### config.mk
export PLATFORM = sky130hd
export DESIGN_NAME = sd_cmd_tx
export DESIGN_NICKNAME = d
export VERILOG_FILES = /design/src/rtl/sd_pkg.sv /design/src/rtl/sd_sclk_gen.sv /design/src/rtl/sd_cmd_tx.sv
export SDC_FILE = /design/constraint.sdc
export NUM_CORES = 1
export LEC_CHECK = 0
export BUFFER_PORTS_ARGS = -buffer_cell sky130_fd_sc_hd__buf_2
export CAP_MARGIN = 5
export CORE_AREA = 4 4 96 98
export DETAILED_ROUTE_END_ITERATION = 10
export DIE_AREA = 0 0 100 102
export GPL_ROUTABILITY_DRIVEN = 0
export PLACE_DENSITY = 0.88
export SYNTH_ARGS = -nofsm -noshare
export SYNTH_HDL_FRONTEND = slang
export SYNTH_SLANG_ARGS = --single-unit
### constraint.sdc
create_clock -name clk -period 3.3 [get_ports clk]
set_input_delay 0.495 -clock clk [delete_from_list [all_inputs] [get_ports clk]]
set_output_delay 0.495 -clock clk [all_outputs]
set_load 0.005 [all_outputs]
### src/rtl/sd_pkg.sv
// ---------------------------------------------------------------------------
// sd_pkg -- shared definitions for the SD command transmitter (sd_cmd_tx).
//   * FSM state encoding for the command transmitter.
//   * 48-bit SD command frame geometry and the fixed framing bits.
//   * CRC7 operand width (the engine only ever sees the 32-bit argument).
//   * sd_build_frame(): assembles {start, tx, index, arg, crc7, end}.
// No ports (package).
// ---------------------------------------------------------------------------
package sd_pkg;

   typedef enum logic [2:0] {
      ST_IDLE     = 3'd0,
      ST_CRC_REQ  = 3'd1,
      ST_CRC_WAIT = 3'd2,
      ST_LOAD     = 3'd3,
      ST_SHIFT    = 3'd4,
      ST_FIN      = 3'd5
   } sd_state_e;

   localparam int   SD_FRAME_W    = 48;
   localparam logic SD_START_BIT  = 1'b0;
   localparam logic SD_TX_BIT     = 1'b1;
   localparam logic SD_END_BIT    = 1'b1;
   localparam int   SD_CRC_OPND_W = 32;
   localparam int   SD_BIT_CNT_W  = 6;

   // Command frame, MSB first on the wire.
   function automatic logic [SD_FRAME_W-1:0] sd_build_frame(
      input logic [5:0]               idx,
      input logic [SD_CRC_OPND_W-1:0] arg,
      input logic [6:0]               crc
   );
      return {SD_START_BIT, SD_TX_BIT, idx, arg, crc, SD_END_BIT};
   endfunction

endpackage

### src/rtl/sd_sclk_gen.sv
// ---------------------------------------------------------------------------
// sd_sclk_gen -- sclk half-period divider for the SD command transmitter.
// While en is high it counts CLK_DIV clk cycles per sclk half period and
// emits a one-cycle strobe at the end of each half period: rise_en when the
// tracked sclk level is low, fall_en when it is high. The tracked level
// starts low, so the first strobe is always a rise. Deasserting en clears
// the count and the tracked level.
// Ports:
//   clk     in   system clock
//   rst     in   synchronous active-high reset
//   en      in   divider enable (high only while shifting)
//   rise_en out  one-cycle strobe: sclk should go high on the next edge
//   fall_en out  one-cycle strobe: sclk should go low on the next edge
// ---------------------------------------------------------------------------
module sd_sclk_gen
   import sd_pkg::*;
#(
   parameter int CLK_DIV = 2
) (
   input  logic clk,
   input  logic rst,
   input  logic en,
   output logic rise_en,
   output logic fall_en
);

   logic [7:0] div_cnt_r;
   logic       level_r;
   logic       term_s;

   assign term_s  = en && (div_cnt_r == 8'(CLK_DIV - 1));
   assign rise_en = term_s && !level_r;
   assign fall_en = term_s &&  level_r;

   // Half-period counter and tracked sclk level.
   always_ff @(posedge clk) begin
      if (rst) begin
         div_cnt_r <= 8'd0;
         level_r   <= 1'b0;
      end else if (!en) begin
         div_cnt_r <= 8'd0;
         level_r   <= 1'b0;
      end else if (term_s) begin
         div_cnt_r <= 8'd0;
         level_r   <= !level_r;
      end else begin
         div_cnt_r <= div_cnt_r + 8'd1;
      end
   end

endmodule

### src/rtl/sd_cmd_tx.sv
// ---------------------------------------------------------------------------
// sd_cmd_tx -- SD (SPI mode 0) command frame transmitter.
// Accepts a command index/argument, asks an external CRC7 engine for the
// checksum, then shifts the 48-bit frame {0,1,index,arg,crc7,1} out MSB
// first on mosi with cs_n low. mosi changes on falling sclk edges so it is
// stable at every rising edge.
//
// Build option: define SD_CMD_TX_CRC_TIMEOUT_EN to abort the CRC wait after
// TIMEOUT clk cycles without crc_done (err pulses, no frame is sent).
// Without it, the CRC wait is unbounded and err is constant 0.
//
// Parameters:
//   CLK_DIV  clk cycles per sclk half period (1..255)
//   TIMEOUT  CRC wait limit in clk cycles (only with the timeout build)
// Ports:
//   clk        in   system clock
//   rst        in   synchronous active-high reset
//   cmd_valid  in   command request
//   cmd_ready  out  idle and accepting a command
//   cmd_index  in   [5:0]  SD command index
//   cmd_arg    in   [31:0] command argument
//   crc_start  out  one-cycle start pulse to the CRC7 engine
//   crc_data   out  [31:0] CRC engine operand (captured argument)
//   crc_result in   [7:0]  CRC engine remainder, bits [6:0] used
//   crc_done   in   CRC engine completion pulse
//   sclk       out  SPI clock (idles low)
//   mosi       out  SPI data (idles high)
//   cs_n       out  SPI chip select, active low
//   done       out  one-cycle pulse after a complete frame
//   err        out  one-cycle pulse on CRC timeout
// ---------------------------------------------------------------------------
module sd_cmd_tx
   import sd_pkg::*;
#(
   parameter int CLK_DIV = 2,
   parameter int TIMEOUT = 255
) (
   input  logic        clk,
   input  logic        rst,
   input  logic        cmd_valid,
   output logic        cmd_ready,
   input  logic [5:0]  cmd_index,
   input  logic [31:0] cmd_arg,
   output logic        crc_start,
   output logic [31:0] crc_data,
   input  logic [7:0]  crc_result,
   input  logic        crc_done,
   output logic        sclk,
   output logic        mosi,
   output logic        cs_n,
   output logic        done,
   output logic        err
);

   generate
      if (CLK_DIV < 1 || CLK_DIV > 255) begin : g_bad_clk_div
         $error("sd_cmd_tx: CLK_DIV must be within 1..255");
      end
      if (TIMEOUT < 1 || TIMEOUT > 65535) begin : g_bad_timeout
         $error("sd_cmd_tx: TIMEOUT must be within 1..65535");
      end
   endgenerate

   sd_state_e                 state_r;
   sd_state_e                 next_state_s;
   logic [5:0]                idx_r;
   logic [SD_CRC_OPND_W-1:0]  arg_r;
   logic [6:0]                crc_r;
   logic [SD_FRAME_W-1:0]     shreg_r;
   logic [SD_BIT_CNT_W-1:0]   bit_cnt_r;
   logic                      cmd_ready_r;
   logic                      crc_start_r;
   logic                      cs_n_r;
   logic                      sclk_r;
   logic                      mosi_r;
   logic                      done_r;
   logic                      accept_s;
   logic                      shift_en_s;
   logic                      rise_s;
   logic                      fall_s;
   logic                      last_fall_s;
   logic                      timeout_s;
   logic                      unused_s;

   // Bit 7 of the CRC remainder carries no information for CRC7.
   assign unused_s = crc_result[7];

   assign accept_s    = cmd_valid && cmd_ready_r;
   assign shift_en_s  = (state_r == ST_SHIFT);
   assign last_fall_s = fall_s && (bit_cnt_r == 6'd47);

   assign cmd_ready = cmd_ready_r;
   assign crc_start = crc_start_r;
   assign crc_data  = arg_r;
   assign sclk      = sclk_r;
   assign mosi      = mosi_r;
   assign cs_n      = cs_n_r;
   assign done      = done_r;

   sd_sclk_gen #(
      .CLK_DIV (CLK_DIV)
   ) u_sclk_gen (
      .clk     (clk),
      .rst     (rst),
      .en      (shift_en_s),
      .rise_en (rise_s),
      .fall_en (fall_s)
   );

`ifdef SD_CMD_TX_CRC_TIMEOUT_EN
   logic [15:0] to_cnt_r;
   logic        err_r;

   // Counts consecutive CRC_WAIT cycles without crc_done.
   assign timeout_s = (state_r == ST_CRC_WAIT) && !crc_done &&
                      (to_cnt_r == 16'(TIMEOUT - 1));
   assign err       = err_r;

   // CRC wait timeout counter and its error pulse.
   always_ff @(posedge clk) begin
      if (rst) begin
         to_cnt_r <= 16'd0;
         err_r    <= 1'b0;
      end else begin
         err_r <= timeout_s;
         if (state_r == ST_CRC_WAIT && !crc_done) begin
            to_cnt_r <= to_cnt_r + 16'd1;
         end else begin
            to_cnt_r <= 16'd0;
         end
      end
   end
`else
   assign timeout_s = 1'b0;
   assign err       = 1'b0;
`endif

   // FSM state register.
   always_ff @(posedge clk) begin
      if (rst) begin
         state_r <= ST_IDLE;
      end else begin
         state_r <= next_state_s;
      end
   end

   // FSM next-state logic.
   always_comb begin
      next_state_s = state_r;
      case (state_r)
         ST_IDLE: begin
            if (accept_s) begin
               next_state_s = ST_CRC_REQ;
            end else begin
               next_state_s = ST_IDLE;
            end
         end
         ST_CRC_REQ: begin
            next_state_s = ST_CRC_WAIT;
         end
         ST_CRC_WAIT: begin
            // A completion arriving on the timeout cycle still wins.
            if (crc_done) begin
               next_state_s = ST_LOAD;
            end else if (timeout_s) begin
               next_state_s = ST_IDLE;
            end else begin
               next_state_s = ST_CRC_WAIT;
            end
         end
         ST_LOAD: begin
            next_state_s = ST_SHIFT;
         end
         ST_SHIFT: begin
            if (last_fall_s) begin
               next_state_s = ST_FIN;
            end else begin
               next_state_s = ST_SHIFT;
            end
         end
         ST_FIN: begin
            next_state_s = ST_IDLE;
         end
         default: begin
            next_state_s = ST_IDLE;
         end
      endcase
   end

   // Datapath and registered outputs. Strobes and cs_n are derived from the
   // next state so they line up with the state they belong to.
   always_ff @(posedge clk) begin
      if (rst) begin
         idx_r       <= 6'd0;
         arg_r       <= 32'd0;
         crc_r       <= 7'd0;
         shreg_r     <= 48'd0;
         bit_cnt_r   <= 6'd0;
         cmd_ready_r <= 1'b0;
         crc_start_r <= 1'b0;
         cs_n_r      <= 1'b1;
         sclk_r      <= 1'b0;
         mosi_r      <= 1'b1;
         done_r      <= 1'b0;
      end else begin
         cmd_ready_r <= (next_state_s == ST_IDLE);
         crc_start_r <= (next_state_s == ST_CRC_REQ);
         done_r      <= (next_state_s == ST_FIN);
         cs_n_r      <= !((next_state_s == ST_LOAD) || (next_state_s == ST_SHIFT));
         case (state_r)
            ST_IDLE: begin
               if (accept_s) begin
                  idx_r <= cmd_index;
                  arg_r <= cmd_arg;
               end
            end
            ST_CRC_WAIT: begin
               if (crc_done) begin
                  crc_r  <= crc_result[6:0];
                  // Frame bit 47 is the constant start bit.
                  mosi_r <= SD_START_BIT;
               end
            end
            ST_LOAD: begin
               shreg_r   <= sd_build_frame(idx_r, arg_r, crc_r);
               bit_cnt_r <= 6'd0;
            end
            ST_SHIFT: begin
               if (rise_s) begin
                  sclk_r <= 1'b1;
               end else if (fall_s) begin
                  sclk_r    <= 1'b0;
                  shreg_r   <= {shreg_r[SD_FRAME_W-2:0], 1'b0};
                  bit_cnt_r <= bit_cnt_r + 6'd1;
                  // After the last bit the line returns to its idle-high level.
                  if (last_fall_s) begin
                     mosi_r <= 1'b1;
                  end else begin
                     mosi_r <= shreg_r[SD_FRAME_W-2];
                  end
               end
            end
            default: begin
            end
         endcase
      end
   end

endmodule

# Yosys cells after proc, flatten, opt, wreduce, memory -nomap -nowiden

Index checks and enable logic that the tools add are counted.

Equal/unequal tests: 13
$lt $le $gt $ge: 0
Reductions and logical operators: 20
Bitwise logic cells: 1
Multipliers: 0
Add/subtract/negate cells: 2
Div/mod/pow operators: 0
Shifts and indexed selects: 0
Muxes and demuxes: 17

Operators with widths:

| operator                                                              | count |
|---|---|
| 47-bit two-way mux                                                    | 2 |
| 47-bit case mux with 2 select lines                                   | 1 |
| 3-bit case mux with 5 select lines                                    | 1 |
| 6-bit two-way mux                                                     | 2 |
| 6-bit case mux with 2 select lines                                    | 1 |
| 3-bit by 2-bit equality test with 1-bit output, second input constant | 3 |
| 3-bit equality test, second input constant                            | 3 |
| 1-bit two-way mux                                                     | 9 |
| 8-bit by 1-bit adder with 8-bit output, second input constant         | 1 |
| 8-bit by 1-bit equality test with 1-bit output, second input constant | 1 |
| 6-bit by 1-bit adder with 6-bit output, second input constant         | 1 |
| 3-bit by 1-bit equality test with 1-bit output, second input constant | 2 |
| 6-bit equality test, second input constant                            | 1 |
| 3-bit zero test                                                       | 2 |
| 2-bit inequality test, second input constant                          | 3 |
| 2-bit AND reduction                                                   | 3 |
| 2-bit nonzero test                                                    | 3 |
| 1-bit logical AND                                                     | 5 |
| 4-bit AND reduction                                                   | 1 |
| 3-bit AND reduction                                                   | 1 |
| 3-bit OR reduction                                                    | 1 |
| 1-bit zero test                                                       | 2 |
| 1-bit case mux with 2 select lines                                    | 1 |
| 2-bit OR reduction                                                    | 1 |
| 2 further kinds                                                       | 2 |

ROM bits: 0
Output and inout bits: 39
Bits in writable memories: 0
Input port bits: 50
Latch bits: 0
Register bits: 116
Word-level logic and storage cells: 67
Memories kept: 0

# Logic depth before layout (Yosys ltp)

Gate-level depths: netlist (run 1).

Depth in word-level cells: 9
Depth in mapped cells: 8
Depth with buffers taken out: 6

# Hierarchy

A second synthesis (run 1) with hierarchy kept.

Cell total of the unflattened synthesis: 545
Area total of the unflattened synthesis: 4997.3 um2

By module, submodules not included:

| module      | instances | seq. area each (um2) | area each (um2) | cells an instance |
|---|---|---|---|---|
| sd_cmd_tx   | 1         | 2142.1               | 4600.7          | 500 |
| sd_sclk_gen | 1         | 180.2                | 396.6           | 45 |

# Worst setup path after synthesis (run 1)

No wires, ideal clock.

Kind: reg2reg
Start point: reg u_sclk_gen.div_cnt_r[0]
End point: reg bit_cnt_r[0]
Data arrival time: 1838 ps
Setup slack: 1346 ps
Path buffers: 1
Setup time: 116 ps
Clock period less this slack: 1954 ps
Data required time: 3184 ps
Cell stages (with the launch flop): 7
Cells stage by stage: dfxtp_1 -> ha_1 -> or4b_4 -> nor4_4 -> nor2_4 -> buf_6 -> a31o_1

Word-level cells in the longest chain between the ends: 5
Elaborated cells between the ends (all ways): 7
Classes of those cells: 3 x eq/ne; 4 x reduce/logical

Ends and longest elaborated chain:

| what                                               | RTL line                             | source |
|---|---|---|
| start: declaration                                 | sd_sclk_gen.sv:27                    | `logic [7:0] div_cnt_r;` |
| start signal: assignment                           | sd_sclk_gen.sv:47                    | `div_cnt_r <= div_cnt_r + 8'd1;` |
| 8-bit by 1-bit equality test with 1-bit output (*) | sd_sclk_gen.sv:31                    | `assign term_s = en && (div_cnt_r == 8'(CLK_DIV - 1));` |
| 1-bit logical AND (*)                              | sd_sclk_gen.sv:31                    |  |
| 1-bit logical AND, on equally long branches        | sd_sclk_gen.sv:33, sd_sclk_gen.sv:32 |  |
| 2-bit inequality test (no line)                    | --                                   |  |
| 3-bit AND reduction (no line) (*)                  | --                                   |  |
| end signal: assignment                             | sd_cmd_tx.sv:234                     | `bit_cnt_r <= bit_cnt_r + 6'd1;` |
| end: declaration                                   | sd_cmd_tx.sv:70                      | `logic [SD_BIT_CNT_W-1:0] bit_cnt_r;` |

Every way passes the cells marked *; elsewhere a longest branch is shown, timed or not.
A chain may end at the register's enable or synchronous reset.

# Final worst setup path (run 1)

Start point: reg state_r[1]
End point: reg shreg_r[19]

Word-level cells in the longest chain between the ends: 5
Elaborated cells between the ends (all ways): 10
Classes of those cells: 4 x eq/ne; 1 x mux; 5 x reduce/logical

Ends and longest elaborated chain:

| what                                        | RTL line                             | source |
|---|---|---|
| start: declaration                          | sd_cmd_tx.sv:64                      | `sd_state_e state_r;` |
| start signal: assignment                    | sd_cmd_tx.sv:143                     | `state_r <= next_state_s;` |
| 3-bit equality test                         | sd_cmd_tx.sv:89, sd_cmd_tx.sv:210    |  |
| 1-bit logical AND                           | sd_sclk_gen.sv:31                    |  |
| 1-bit logical AND, on equally long branches | sd_sclk_gen.sv:33, sd_sclk_gen.sv:32 |  |
| 2-bit inequality test (no line)             | --                                   |  |
| 3-bit AND reduction (no line)               | --                                   |  |
| end signal: assignment                      | sd_cmd_tx.sv:225                     | `shreg_r <= sd_build_frame(idx_r, arg_r, crc_r);` |
| end signal: assignment                      | sd_cmd_tx.sv:233                     | `shreg_r <= {shreg_r[SD_FRAME_W-2:0], 1'b0};` |
| end: declaration                            | sd_cmd_tx.sv:69                      | `logic [SD_FRAME_W-1:0] shreg_r;` |

Parallel ways exist; a longest one is shown, timed or not.

==> metrics.log, run 1 <==
[metrics] startpoint of the worst-slack reg-to-reg timing path: state_r[1]
[metrics] Post-Place Worst Slack: 0.948 ns
[metrics] post-synthesis share of cell area spent on and, or, nand and nor gates: a little over a fifth
[metrics] IO Pins: a little under 90
[metrics] Reg2Reg Setup Slack: ~0.78 ns
[metrics] proportion of synthesized chip area in sequential cells: between 40 and 50%
[metrics] clock slew seen by the registers of the worst setup and hold paths: 0.05 ns
[metrics] initial cell density of the core: slightly below 60%
[metrics] mux cell area share after synthesis: roughly 1.6%
[metrics] series of cell instances along the critical path: nor2b_1 > nand2_1 > buf_4 > a2111oi_0 > a31o_1
[metrics] Worst Hold Launch: cmd_arg[28]
[metrics] mean area per synthesized cell: roughly 8.4 µm²
[metrics] total of endpoints with negative setup slack in the final report: 0
[metrics] worst path setup slack after routing: 0.781 ns
[metrics] die outline area: between 10000 and 15000 µm²
[metrics] final worst clock skew: 0.00928 ns
[metrics] critical path type: register to register
[metrics] total iterations of the first detailed-routing run: 6
[metrics] max-cap violation count: 0
[metrics] initial drt markers: around 460
[metrics] leftover overflow at the end of global routing: 0
[metrics] aggregate routed wire length: 11.6 mm
[metrics] detailed-placement wirelength estimate: a little under 7 mm
[metrics] unique cell type count in the Yosys netlist: 40
[metrics] Setup Buffers After CTS: 0
[metrics] CTS resizes: 0
[metrics] leakage power figure: 2.34 nW
[metrics] transition time of the tightest slew-check pin: between 1 and 1.5 ns
[metrics] critical path endpoint category: register
[metrics] share of the cycle needed by the critical path after routing: between 70% and 80%
[metrics] number of hold buffers added after CTS: 0
[metrics] wire per inst: around 15 µm
[metrics] destination of the worst hold path: crc_data[28]
[metrics] upper clock frequency limit: 397 MHz
[metrics] clock sink count: ~120
[metrics] vias in the first global route: 4336
[metrics] category of the worst setup path launch point: register
[metrics] areal power density over the cells: just over 600 nW/µm²
[metrics] IR Drop Worst-Case VDD: 0.487 mV
[metrics] final-layout setup total negative slack: 0 ns
[metrics] residual DRC count: 0
[metrics] most common library cell in the layout ignoring fill and taps: sky130_fd_sc_hd__dfxtp_1
[metrics] area of the mapped netlist: roughly 4900 µm²
[metrics] most frequent cells in the layout: sky130_fd_sc_hd__dfxtp_1 (116), sky130_fd_sc_hd__nor2_1 (111), sky130_fd_sc_hd__buf_2 (86), sky130_fd_sc_hd__nand2_1 (85), sky130_fd_sc_hd__a21oi_1 (46)
[metrics] dominant combinational cell family by area after synthesis: compound AO/OA/AOI/OAI gates
[metrics] cell accounting for the most synthesized area: sky130_fd_sc_hd__dfxtp_1
[metrics] detail-routed via count per cell: a little under 6
[metrics] Worst-Skew Late Latency: 0.51 ns
[metrics] global-route wire length before repair: about 19 mm
[metrics] highest net fanout along the worst path: 26
[metrics] delay contributed by the slowest stage of the critical path: roughly 0.57 ns
[metrics] dominant cells by area after synthesis: sky130_fd_sc_hd__dfxtp_1 (47%), sky130_fd_sc_hd__nor2_1 (8.5%), sky130_fd_sc_hd__a2111oi_0 (8.0%)
[metrics] Yosys warning count: 0
[metrics] unrepaired setup endpoints after global routing: false
[metrics] number of instances in the synthesized netlist: 580
[metrics] Worst R2R End: shreg_r[19]
[metrics] worst-path cell with the longest stage delay: sky130_fd_sc_hd__a2111oi_0
[metrics] CTS Buf Count: 17
[metrics] Arrival @ worst endpoint: slightly below 3 ns
[metrics] maximum number of pins on one net before global-route repair: 104
[metrics] number of nets at the end of the flow: 690
[metrics] synthesized net count: between 600 and 700
[metrics] CTS tree: built
[metrics] number of buffers inserted by port buffering: 86
[metrics] fraction of the mapped netlist area in adder cells: less than 1%
[metrics] relative area change from synthesis to final layout: 20.2%
[metrics] # diodes: 0
[metrics] number of storage elements in the synthesis netlist: approximately 120
[metrics] outcome: finished clean
[metrics] fraction of final layout cells with drive strength greater than 1: between 20% and 30%
[metrics] xor/xnor share of the synthesized area: about 1.6%
[metrics] final number of max-transition violations: 0
[metrics] number of buffers on the longest clock path: 2
[metrics] Max-slew headroom: 31.9%
[metrics] core area: around 8500 µm²
[metrics] number of cells on the worst reg-to-reg path: 5
[metrics] aggregate global-route resource usage: 23.0%
[metrics] first element of the critical path: state_r[1]
[metrics] initial antenna violation count: 0
[metrics] time the final worst path needs with I/O delays and setup: ~2.5 ns
[metrics] buffer type at the clock tree root: sky130_fd_sc_hd__clkbuf_8
[metrics] Crit path required time: roughly 3.8 ns
[metrics] area share of the leading cell type in the synthesized netlist: a little under half
[metrics] count of endpoints failing hold in the final timing report: 0
[metrics] compound-cell area share of the yosys netlist: 21.8%
[metrics] Clock H-tree levels: 4
[metrics] Die Ht: about 100 µm
[metrics] number of routed nets with antenna violations: 0
[metrics] count of cells along the worst hold path: 3
[metrics] via count: around 4500
[metrics] type of the most critical hold path: primary input to register
[metrics] chip width: ~100 µm
[metrics] row count: 34
[final cells by class]
class / instances / area, µm²
well taps: 108 / 135
clock inverters: 9 / 151
repair buffers: 94 / 490
inverters: 4 / 15.0
flip-flops and latches: 116 / 2320
multi-input cells: 404 / 2310
clock buffers: 22 / 463
fillers: 593 / 2580
[layer usage]
metal	vias up	share of wire, %	GRT usage [%]
met5	-	0	0
met4	0	2.8	10.7
met3	45	6.0	6.76
met2	170	50	38.2
met1	2124	41	27.5
li1	2162	-	-
[per-stage QoR]
stage,util [%],std cells,power (W),instance area [µm²],hold slack (ns)
after global placement,62.3,726,0.00176,5270,0.440
after global routing,69.6,757,0.00375,5890,0.208
after CTS,69.6,757,0.00364,5890,0.208
after floorplan,-,580,0.00167,4900,0.429
final,69.6,757,0.00363,5890,0.216
after detailed placement,62.3,726,0.00177,5270,0.455
[worst max path at each step]
stage | end | slack, ns | cells past startpoint
2_1_floorplan | bit_cnt_r[0] | 1.35 | 6
3_3_place_gp | shreg_r[27] | 1.07 | 5
3_5_place_dp | shreg_r[32] | 0.95 | 5
4_1_cts | shreg_r[19] | 0.78 | 5
5_1_grt | shreg_r[32] | 0.61 | 5
6_report | shreg_r[19] | 0.78 | 5
[registers in the layout, summed over array words and instances (netlist names), 3 cells and up]
register              cells
shreg_r                  47
crc_data                 32
u_sclk_gen.div_cnt_r      8
crc_r                     7
bit_cnt_r                 6
idx_r                     6
state_r                   3
[cells by family (layout without fill, tap and decap cells)]
family	Yosys count	after routing
AO/OA/AOI/OAI	145	145
buffers and inverters	60	129
flip-flops	116	116
multiplexers	8	8
adder cells (fa/ha/maj)	3	3
AND/OR/NAND/NOR	238	238
XOR/XNOR	9	9
other	1	1
[power breakdown]
group          total, W  internal [W]  switching, W
Combinational  0.000255      0.000101      0.000154
Sequential      0.00149       0.00145     0.0000382
Clock           0.00188       0.00128      0.000607
Total           0.00363       0.00283      0.000799
[worst max-delay path, delay by kind of cell (launching register included)]
kind / cells / cell delay [ns]
simple gates: 2 / 0.78
flops: 1 / 0.52
compound gates: 2 / 0.74
buf+inv: 1 / 0.41
[cells in the mapped netlist (all sizes together)]
library cell  number
a22oi              1
nand3              7
or4b               1
ha                 3
nand3b             1
a31o              46
or3b               1
nor3b              3
nor3               8
and3               2
and2               2
nor4b              1
mux2i              8
xor2               4
and3b              1
xnor2              5
nor4               2
and4               1
clkbuf            42
or4                1
nor2             112
nand4              2
dfxtp            116
or3                6
a2111oi           45
nor2b              2
o21ai              7
buf               14
a21oi             46
nand2             85
inv                4
conb               1
(Power assumes the default switching activity.)
==> run 2, diff against run 1 <==
--- a/config.mk
+++ b/config.mk
@@ -7,11 +7,11 @@
 export LEC_CHECK = 0
 export BUFFER_PORTS_ARGS = -buffer_cell sky130_fd_sc_hd__buf_2
 export CAP_MARGIN = 5
-export CORE_AREA = 4 4 96 98
+export CORE_AREA = 4 4 100 102
 export DETAILED_ROUTE_END_ITERATION = 10
-export DIE_AREA = 0 0 100 102
+export DIE_AREA = 0 0 104 106
 export GPL_ROUTABILITY_DRIVEN = 0
-export PLACE_DENSITY = 0.88
+export PLACE_DENSITY = 0.82
 export SYNTH_ARGS = -nofsm -noshare
 export SYNTH_HDL_FRONTEND = slang
 export SYNTH_SLANG_ARGS = --single-unit
==> constraint.sdc (replaced) <==
create_clock -name clk -period 2.45 [get_ports clk]
set_input_delay 0.3675 -clock clk [delete_from_list [all_inputs] [get_ports clk]]
set_output_delay 0.3675 -clock clk [all_outputs]
set_load 0.005 [all_outputs]
==> run 2 against run 1 <==
Sequential share of layout area about the same. Setup slack worse by 0.68 ns. Sequential power up 34%. Register-to-register slack worse by 0.68 ns. Power up 28%. Highest routed layer is now met5. Via count down 2.0%. Critical path depth up 1. Global-route usage down 1.6 points. Hold slack worse by 0.12 ns. Critical endpoint is now shreg_r[3]. First-iteration DRC count down 14%. Largest power group unchanged. Fmax up 7.4%. Count of clock-buffer cells in the layout unchanged.
==> metrics.log, run 2 (synthesis gave the netlist of run 1 again) <==
[metrics] outcome: finished clean (unchanged)
[metrics] Arrival @ worst endpoint: 2.79 ns (was 2.97 ns)
[metrics] most frequent cells in the layout: sky130_fd_sc_hd__dfxtp_1 (116), sky130_fd_sc_hd__nor2_1 (111), sky130_fd_sc_hd__buf_2 (86), sky130_fd_sc_hd__nand2_1 (85), sky130_fd_sc_hd__a21oi_1 (46) (unchanged)
[metrics] clock slew seen by the registers of the worst setup and hold paths: 0.06 ns (was 0.05 ns)
[metrics] buffer type at the clock tree root: sky130_fd_sc_hd__clkbuf_8 (unchanged)
[metrics] number of buffers on the longest clock path: 2 (unchanged)
[metrics] count of endpoints failing hold in the final timing report: 0 (unchanged)
[metrics] final number of max-transition violations: 0 (unchanged)
[metrics] Setup Buffers After CTS: 0 (unchanged)
[metrics] transition time of the tightest slew-check pin: 1.06 ns (was 1.02 ns)
[metrics] type of the most critical hold path: primary input to register (unchanged)
[metrics] IR Drop Worst-Case VDD: 0.453 mV (was 0.487 mV)
[metrics] number of flip-flops in the largest register: 47 (unchanged)
[metrics] max-cap violation count: 0 (unchanged)
[metrics] initial antenna violation count: 1 (was 0)
[metrics] Die Ht: 106 µm (was 102 µm)
[metrics] number of hold buffers added after CTS: 0 (unchanged)
[metrics] total of endpoints with negative setup slack in the final report: 0 (unchanged)
[metrics] IO Pins: 89 (unchanged)
[metrics] worst-path cell with the longest stage delay: sky130_fd_sc_hd__a2111oi_0 (unchanged)
[metrics] series of cell instances along the critical path: ha_1 > nor4b_1 > nand4_1 > buf_12 > a2111oi_0 > a31o_1 (was nor2b_1 > nand2_1 > buf_4 > a2111oi_0 > a31o_1)
[metrics] delay contributed by the slowest stage of the critical path: 0.55 ns (was 0.57 ns)
[metrics] die outline area: 11000 µm² (was 10200 µm²)
[metrics] wire per inst: 15.1 µm (was 15.3 µm)
[metrics] chip width: 104 µm (was 100 µm)
[metrics] clock sink count: 116 (unchanged)
[metrics] most flop-heavy register: shreg_r (unchanged)
[metrics] number of routed nets with antenna violations: 0 (unchanged)
[metrics] detail-routed via count per cell: 5.78 (was 5.95)
[metrics] share of the cycle needed by the critical path after routing: 95.8% (was 76.3%)
[metrics] initial drt markers: 392 (was 457)
[metrics] global-route wire length before repair: 19.7 mm (was 19.2 mm)
[metrics] leftover overflow at the end of global routing: 0 (unchanged)
[metrics] Crit path required time: 2.89 ns (was 3.75 ns)
[metrics] cell area after placement: 5330 µm² (was 5270 µm²)
[metrics] Clock H-tree levels: 4 (unchanged)
[metrics] # diodes: 0 (unchanged)
[metrics] row count: 35 (was 34)
[metrics] category of the worst setup path launch point: register (unchanged)
[metrics] Max-slew headroom: 29.4% (was 31.9%)
[metrics] vias in the first global route: 4186 (was 4336)
[metrics] number of buffers inserted by port buffering: 86 (unchanged)
[metrics] via count: 4409 (was 4501)
[metrics] critical path type: register to register (unchanged)
[metrics] post-layout instance count excluding filler cells: 763 (was 757)
[metrics] highest net fanout along the worst path: 57 (was 26)
[metrics] CTS resizes: 0 (unchanged)
[metrics] maximum number of pins on one net before global-route repair: 58 (was 104)
[metrics] fraction of final layout cells with drive strength greater than 1: 21.0% (was 20.8%)
[metrics] relative area change from synthesis to final layout: 20.2% (about the same)
[metrics] total placed cells including tap cells: 732 (was 726)
[metrics] critical path endpoint category: register (unchanged)
[metrics] final core utilization: 64.6% (was 69.6%)
[metrics] number of nets at the end of the flow: 693 (was 690)
[metrics] most common library cell in the layout ignoring fill and taps: sky130_fd_sc_hd__dfxtp_1 (unchanged)
[metrics] detailed-placement wirelength estimate: 6.97 mm (was 6.84 mm)
[metrics] upper clock frequency limit: 426 MHz (was 397 MHz)
[metrics] time the final worst path needs with I/O delays and setup: 2.35 ns (was 2.52 ns)
[metrics] Final Cell Area: 5890 µm² (about the same)
[metrics] unrepaired setup endpoints after global routing: true (was false)
[metrics] aggregate global-route resource usage: 21.3% (was 23.0%)
[metrics] areal power density over the cells: 791 nW/µm² (was 616 nW/µm²)
[metrics] CTS tree: built (unchanged)
[metrics] residual DRC count: 0 (unchanged)
[metrics] final worst clock skew: 0.00765 ns (was 0.00928 ns)
[metrics] aggregate routed wire length: 11.5 mm (was 11.6 mm)
[metrics] total iterations of the first detailed-routing run: 5 (was 6)
[metrics] leakage power figure: 2.33 nW (was 2.34 nW)
[metrics] core area: 9110 µm² (was 8470 µm²)
[metrics] CTS Buf Count: 17 (unchanged)
[metrics] Worst-Skew Late Latency: 0.50 ns (was 0.51 ns)
[metrics] initial cell density of the core: 53.8% (was 57.8%)
-- run 2: changes by cell type in the layout (fill, tap and decap cells not counted) --
cell                         before  now
sky130_fd_sc_hd__a2111oi_0       45   43
sky130_fd_sc_hd__a2111oi_1        0    2
sky130_fd_sc_hd__buf_12           0    2
sky130_fd_sc_hd__buf_4            8    9
sky130_fd_sc_hd__bufinv_16        4    2
sky130_fd_sc_hd__clkbuf_1         2    3
sky130_fd_sc_hd__clkbuf_8         4    3
sky130_fd_sc_hd__clkinv_4         1    0
sky130_fd_sc_hd__clkinvlp_4       1    4
-- run 2: metal layers --
layer / track usage (%) / vias to the layer above / wire length (µm)
met3: 5.40 / 15 / 574
met5: 0 / - / 7
met1: 26.6 / 2102 / 5070
met4: 6.65 / 2 / 95
met2: 36.4 / 121 / 5750
li1: - / 2169 / -
-- run 2: worst paths after layout --
check,start,to,slack (ns),depth (start not counted)
setup / recovery,u_sclk_gen.div_cnt_r[0],shreg_r[3],0.10,6
hold / removal,cmd_arg[30],crc_data[30],0.1,3
setup reg to reg,u_sclk_gen.div_cnt_r[0],shreg_r[3],0.10,6
hold reg to reg,idx_r[3],idx_r[3],0.46,2
-- run 2: through the flow --
stage / worst slack, ns / hold slack, ns / setup TNS [ns] / power [W]
after CTS: 0.0788 / 0.0843 / 0 / 0.00467
after floorplan: 0.496 / 0.429 / 0 / 0.00225
after detailed placement: 0.294 / 0.448 / 0 / 0.00239
final: 0.104 / 0.0966 / 0 / 0.00466
after global routing: -0.00136 / 0.0900 / -0.00250 / 0.00483
after global placement: 0.409 / 0.441 / 0 / 0.00238
-- run 2: where the power goes --
group,internal [W],switching [W]
Sequential,0.00195,0.0000520
Combinational,0.000139,0.000207
Clock,0.00149,0.000818
-- run 2: layout make-up --
type                    instances  area (µm²)
fillers                       729        3220
multi-input cells             404        2310
repair buffers                 97         538
flip-flops and latches        116        2320
clock inverters                 9         105
well taps                     111         139
clock buffers                  22         453
inverters                       4        15.0
-- run 2: critical path: cells and delay by family, from the launching register on --
family / cells / cell delay, ns
and+or+nand+nor: 2 / 0.74
AOI/OAI and AO/OA: 2 / 0.73
DFF: 1 / 0.37
buffers and inverters: 1 / 0.27
adders and majority gates: 1 / 0.18
==> run 3, diff against run 2 <==
==> constraint.sdc (replaced) <==
create_clock -name clk -period 2.6 [get_ports clk]
set_input_delay 0.39 -clock clk [delete_from_list [all_inputs] [get_ports clk]]
set_output_delay 0.39 -clock clk [all_outputs]
set_load 0.005 [all_outputs]
==> run 3 against run 2 <==
Clock skew is essentially flat. Count of clock-buffer cells in the layout shrank 5. Clock power grew 13%. Setup slack gained 0.27 ns. Sequential power shrank 6%. Combinational power shrank 6.1%. Core utilization grew 1.1 points. Flip-flop and latch count is the same. First-iteration DRC count shrank 37%. Die area is the same. Critical path type unchanged.
==> metrics.log, run 3 (synthesis gave the netlist of run 1 again) <==
[metrics] destination of the worst hold path: crc_data[11] (was crc_data[30])
[metrics] max-cap violation count: 0 (unchanged)
[metrics] # diodes: 0 (unchanged)
[metrics] critical path endpoint category: register (unchanged)
[metrics] series of cell instances along the critical path: nor2b_1 > nand2_1 > buf_12 > a2111oi_0 > a31o_1 (was ha_1 > nor4b_1 > nand4_1 > buf_12 > a2111oi_0 > a31o_1)
[metrics] type of the most critical hold path: primary input to register (unchanged)
[metrics] clock slew seen by the registers of the worst setup and hold paths: 0.06 ns (about the same)
[metrics] via count: 4504 (was 4409)
[metrics] leftover overflow at the end of global routing: 0 (unchanged)
[metrics] time the final worst path needs with I/O delays and setup: 2.23 ns (was 2.35 ns)
[metrics] number of cells on the worst reg-to-reg path: 5 (was 6)
[metrics] total iterations of the first detailed-routing run: 5 (unchanged)
[metrics] critical path type: register to register (unchanged)
[metrics] initial cell density of the core: 53.8% (unchanged)
[metrics] detailed-placement wirelength estimate: 6.92 mm (was 6.97 mm)
[metrics] chip width: 104 µm (unchanged)
[metrics] Arrival @ worst endpoint: 2.69 ns (was 2.79 ns)
[metrics] areal power density over the cells: 806 nW/µm² (was 791 nW/µm²)
[metrics] startpoint of the worst-slack reg-to-reg timing path: state_r[1] (was u_sclk_gen.div_cnt_r[0])
[metrics] final-layout setup total negative slack: 0 ns (unchanged)
[metrics] category of the worst setup path launch point: register (unchanged)
[metrics] Crit path required time: 3.05 ns (was 2.89 ns)
[metrics] global-route wire length before repair: 20.1 mm (was 19.7 mm)
[metrics] outcome: finished clean (unchanged)
[metrics] fraction of final layout cells with drive strength greater than 1: 21.7% (was 21.0%)
[metrics] clock sink count: 116 (unchanged)
[metrics] maximum number of pins on one net before global-route repair: 59 (was 58)
[metrics] transition time of the tightest slew-check pin: 1.10 ns (was 1.06 ns)
[metrics] number of flip-flops in the largest register: 47 (unchanged)
[metrics] most flop-heavy register: shreg_r (unchanged)
[metrics] die outline area: 11000 µm² (unchanged)
[metrics] delay contributed by the slowest stage of the critical path: 0.55 ns (about the same)
[metrics] buffer type at the clock tree root: sky130_fd_sc_hd__clkbuf_8 (unchanged)
[metrics] number of routed nets with antenna violations: 0 (unchanged)
[metrics] CTS resizes: 0 (unchanged)
[metrics] Setup Buffers After CTS: 0 (unchanged)
[metrics] share of the cycle needed by the critical path after routing: 85.8% (was 95.8%)
[metrics] CTS tree: built (unchanged)
[metrics] wire per inst: 15.5 µm (was 15.1 µm)
[metrics] IO Pins: 89 (unchanged)
[metrics] CTS Buf Count: 17 (unchanged)
[metrics] upper clock frequency limit: 448 MHz (was 426 MHz)
[metrics] worst-path cell with the longest stage delay: sky130_fd_sc_hd__dfxtp_1 (was sky130_fd_sc_hd__a2111oi_0)
[metrics] Clock H-tree levels: 4 (unchanged)
[metrics] IR Drop Worst-Case VDD: 0.616 mV (was 0.453 mV)
[metrics] Worst Hold Launch: cmd_arg[11] (was cmd_arg[30])
[metrics] aggregate global-route resource usage: 21.7% (was 21.3%)
[metrics] core area: 9110 µm² (unchanged)
[metrics] number of buffers inserted by port buffering: 86 (unchanged)
[metrics] row count: 35 (unchanged)
[metrics] number of nets at the end of the flow: 694 (was 693)
[metrics] leakage power figure: 2.38 nW (was 2.33 nW)
[metrics] initial antenna violation count: 1 (unchanged)
[metrics] total of endpoints with negative setup slack in the final report: 0 (unchanged)
[metrics] count of endpoints failing hold in the final timing report: 0 (unchanged)
[metrics] final worst clock skew: 0.00793 ns (was 0.00765 ns)
[metrics] vias in the first global route: 4340 (was 4186)
[metrics] highest net fanout along the worst path: 36 (was 57)
[metrics] kind of cell with the highest combined delay on the critical path: compound AO/OA/AOI/OAI gates (was simple AND/OR/NAND/NOR gates)
[metrics] initial drt markers: 248 (was 392)
[metrics] number of hold buffers added after CTS: 0 (unchanged)
[metrics] count of cells along the worst hold path: 3 (unchanged)
[metrics] relative area change from synthesis to final layout: 22.3% (was 20.2%)
[metrics] most common library cell in the layout ignoring fill and taps: sky130_fd_sc_hd__dfxtp_1 (unchanged)
[metrics] Max-slew headroom: 26.4% (was 29.4%)
[metrics] Reg2Reg Setup Slack: 0.37 ns (was 0.10 ns)
[metrics] detail-routed via count per cell: 5.89 (was 5.78)
[metrics] residual DRC count: 0 (unchanged)
[metrics] unrepaired setup endpoints after global routing: false (was true)
[metrics] most frequent cells in the layout: sky130_fd_sc_hd__dfxtp_1 (116), sky130_fd_sc_hd__nor2_1 (111), sky130_fd_sc_hd__buf_2 (86), sky130_fd_sc_hd__nand2_1 (85), sky130_fd_sc_hd__a21oi_1 (46) (unchanged)
[metrics] CP bufs+invs: 1 (unchanged)
[metrics] number of buffers on the longest clock path: 2 (unchanged)
[metrics] Worst-Skew Late Latency: 0.52 ns (was 0.50 ns)
[metrics] final number of max-transition violations: 0 (unchanged)
[metrics] aggregate routed wire length: 11.8 mm (was 11.5 mm)
[metrics] Die Ht: 106 µm (unchanged)
[metrics] Worst R2R End: shreg_r[15] (was shreg_r[3])
[metrics] final-layout worst hold slack: 0.105 ns (was 0.0966 ns)
## run 3: cell count changes in the layout (fill, tap and decap cells not counted), moves of 3 or more
cell / previous run / this run
sky130_fd_sc_hd__bufinv_16: 2 / 6
sky130_fd_sc_hd__clkbuf_1: 3 / 0
sky130_fd_sc_hd__clkinv_4: 0 / 3
sky130_fd_sc_hd__clkinv_2: 3 / 0
## run 3: metrics by stage
stage / area, µm² / power [W] / util (%) / std cells / setup slack [ns]
6_report: 5990 / 0.00483 / 65.7 / 765 / 0.369
5_1_grt: 5990 / 0.00498 / 65.7 / 765 / 0.173
4_1_cts: 5990 / 0.00486 / 65.7 / 765 / 0.340
3_5_place_dp: 5320 / 0.00225 / 58.4 / 733 / 0.494
3_3_place_gp: 5320 / 0.00224 / 58.4 / 733 / 0.577
2_1_floorplan: 4900 / 0.00212 / - / 580 / 0.646
## run 3: how the worst max path moves through the flow
stage / startpoint / endpoint / slack, ns / cells after the start
global placement: u_sclk_gen.div_cnt_r[0] / shreg_r[44] / 0.58 / 6
CTS: u_sclk_gen.div_cnt_r[0] / shreg_r[15] / 0.34 / 6
global route: state_r[1] / shreg_r[15] / 0.17 / 5
detailed placement: u_sclk_gen.div_cnt_r[0] / shreg_r[15] / 0.49 / 6
floorplan: u_sclk_gen.div_cnt_r[0] / bit_cnt_r[0] / 0.65 / 6
finish: state_r[1] / shreg_r[15] / 0.37 / 5
## run 3: layer usage
layer | up-vias | global-route usage (%) | routed length, µm
li1 | 2169 | - | -
met5 | - | 0 | 7
met4 | 2 | 9.50 | 164
met2 | 149 | 35.3 | 5810
met3 | 19 | 6.50 | 723
met1 | 2165 | 26.7 | 5140
## run 3: power by group
part,internal (W),leakage (nW),switching (W),total [W]
Clock,0.00176,0.311,0.000855,0.00261
Combinational,0.000131,1.13,0.000195,0.000326
Sequential,0.00184,0.938,0.0000503,0.00189
## run 3: worst register-to-register path: stages, from the launching register on
cell and delay [ns]:
sky130_fd_sc_hd__dfxtp_1 0.55, sky130_fd_sc_hd__nor2b_1 0.27, sky130_fd_sc_hd__nand2_1 0.35, sky130_fd_sc_hd__buf_12 0.31, sky130_fd_sc_hd__a2111oi_0 0.53, sky130_fd_sc_hd__a31o_1 0.16
## run 3: area by class of cell
cell class              count  area (µm²)
multi-input cells         404        2310
flip-flops and latches    116        2320
fillers                   720        3120
repair buffers             98         533
clock inverters            15         254
clock buffers              17         414
inverters                   4        15.0
well taps                 111         139
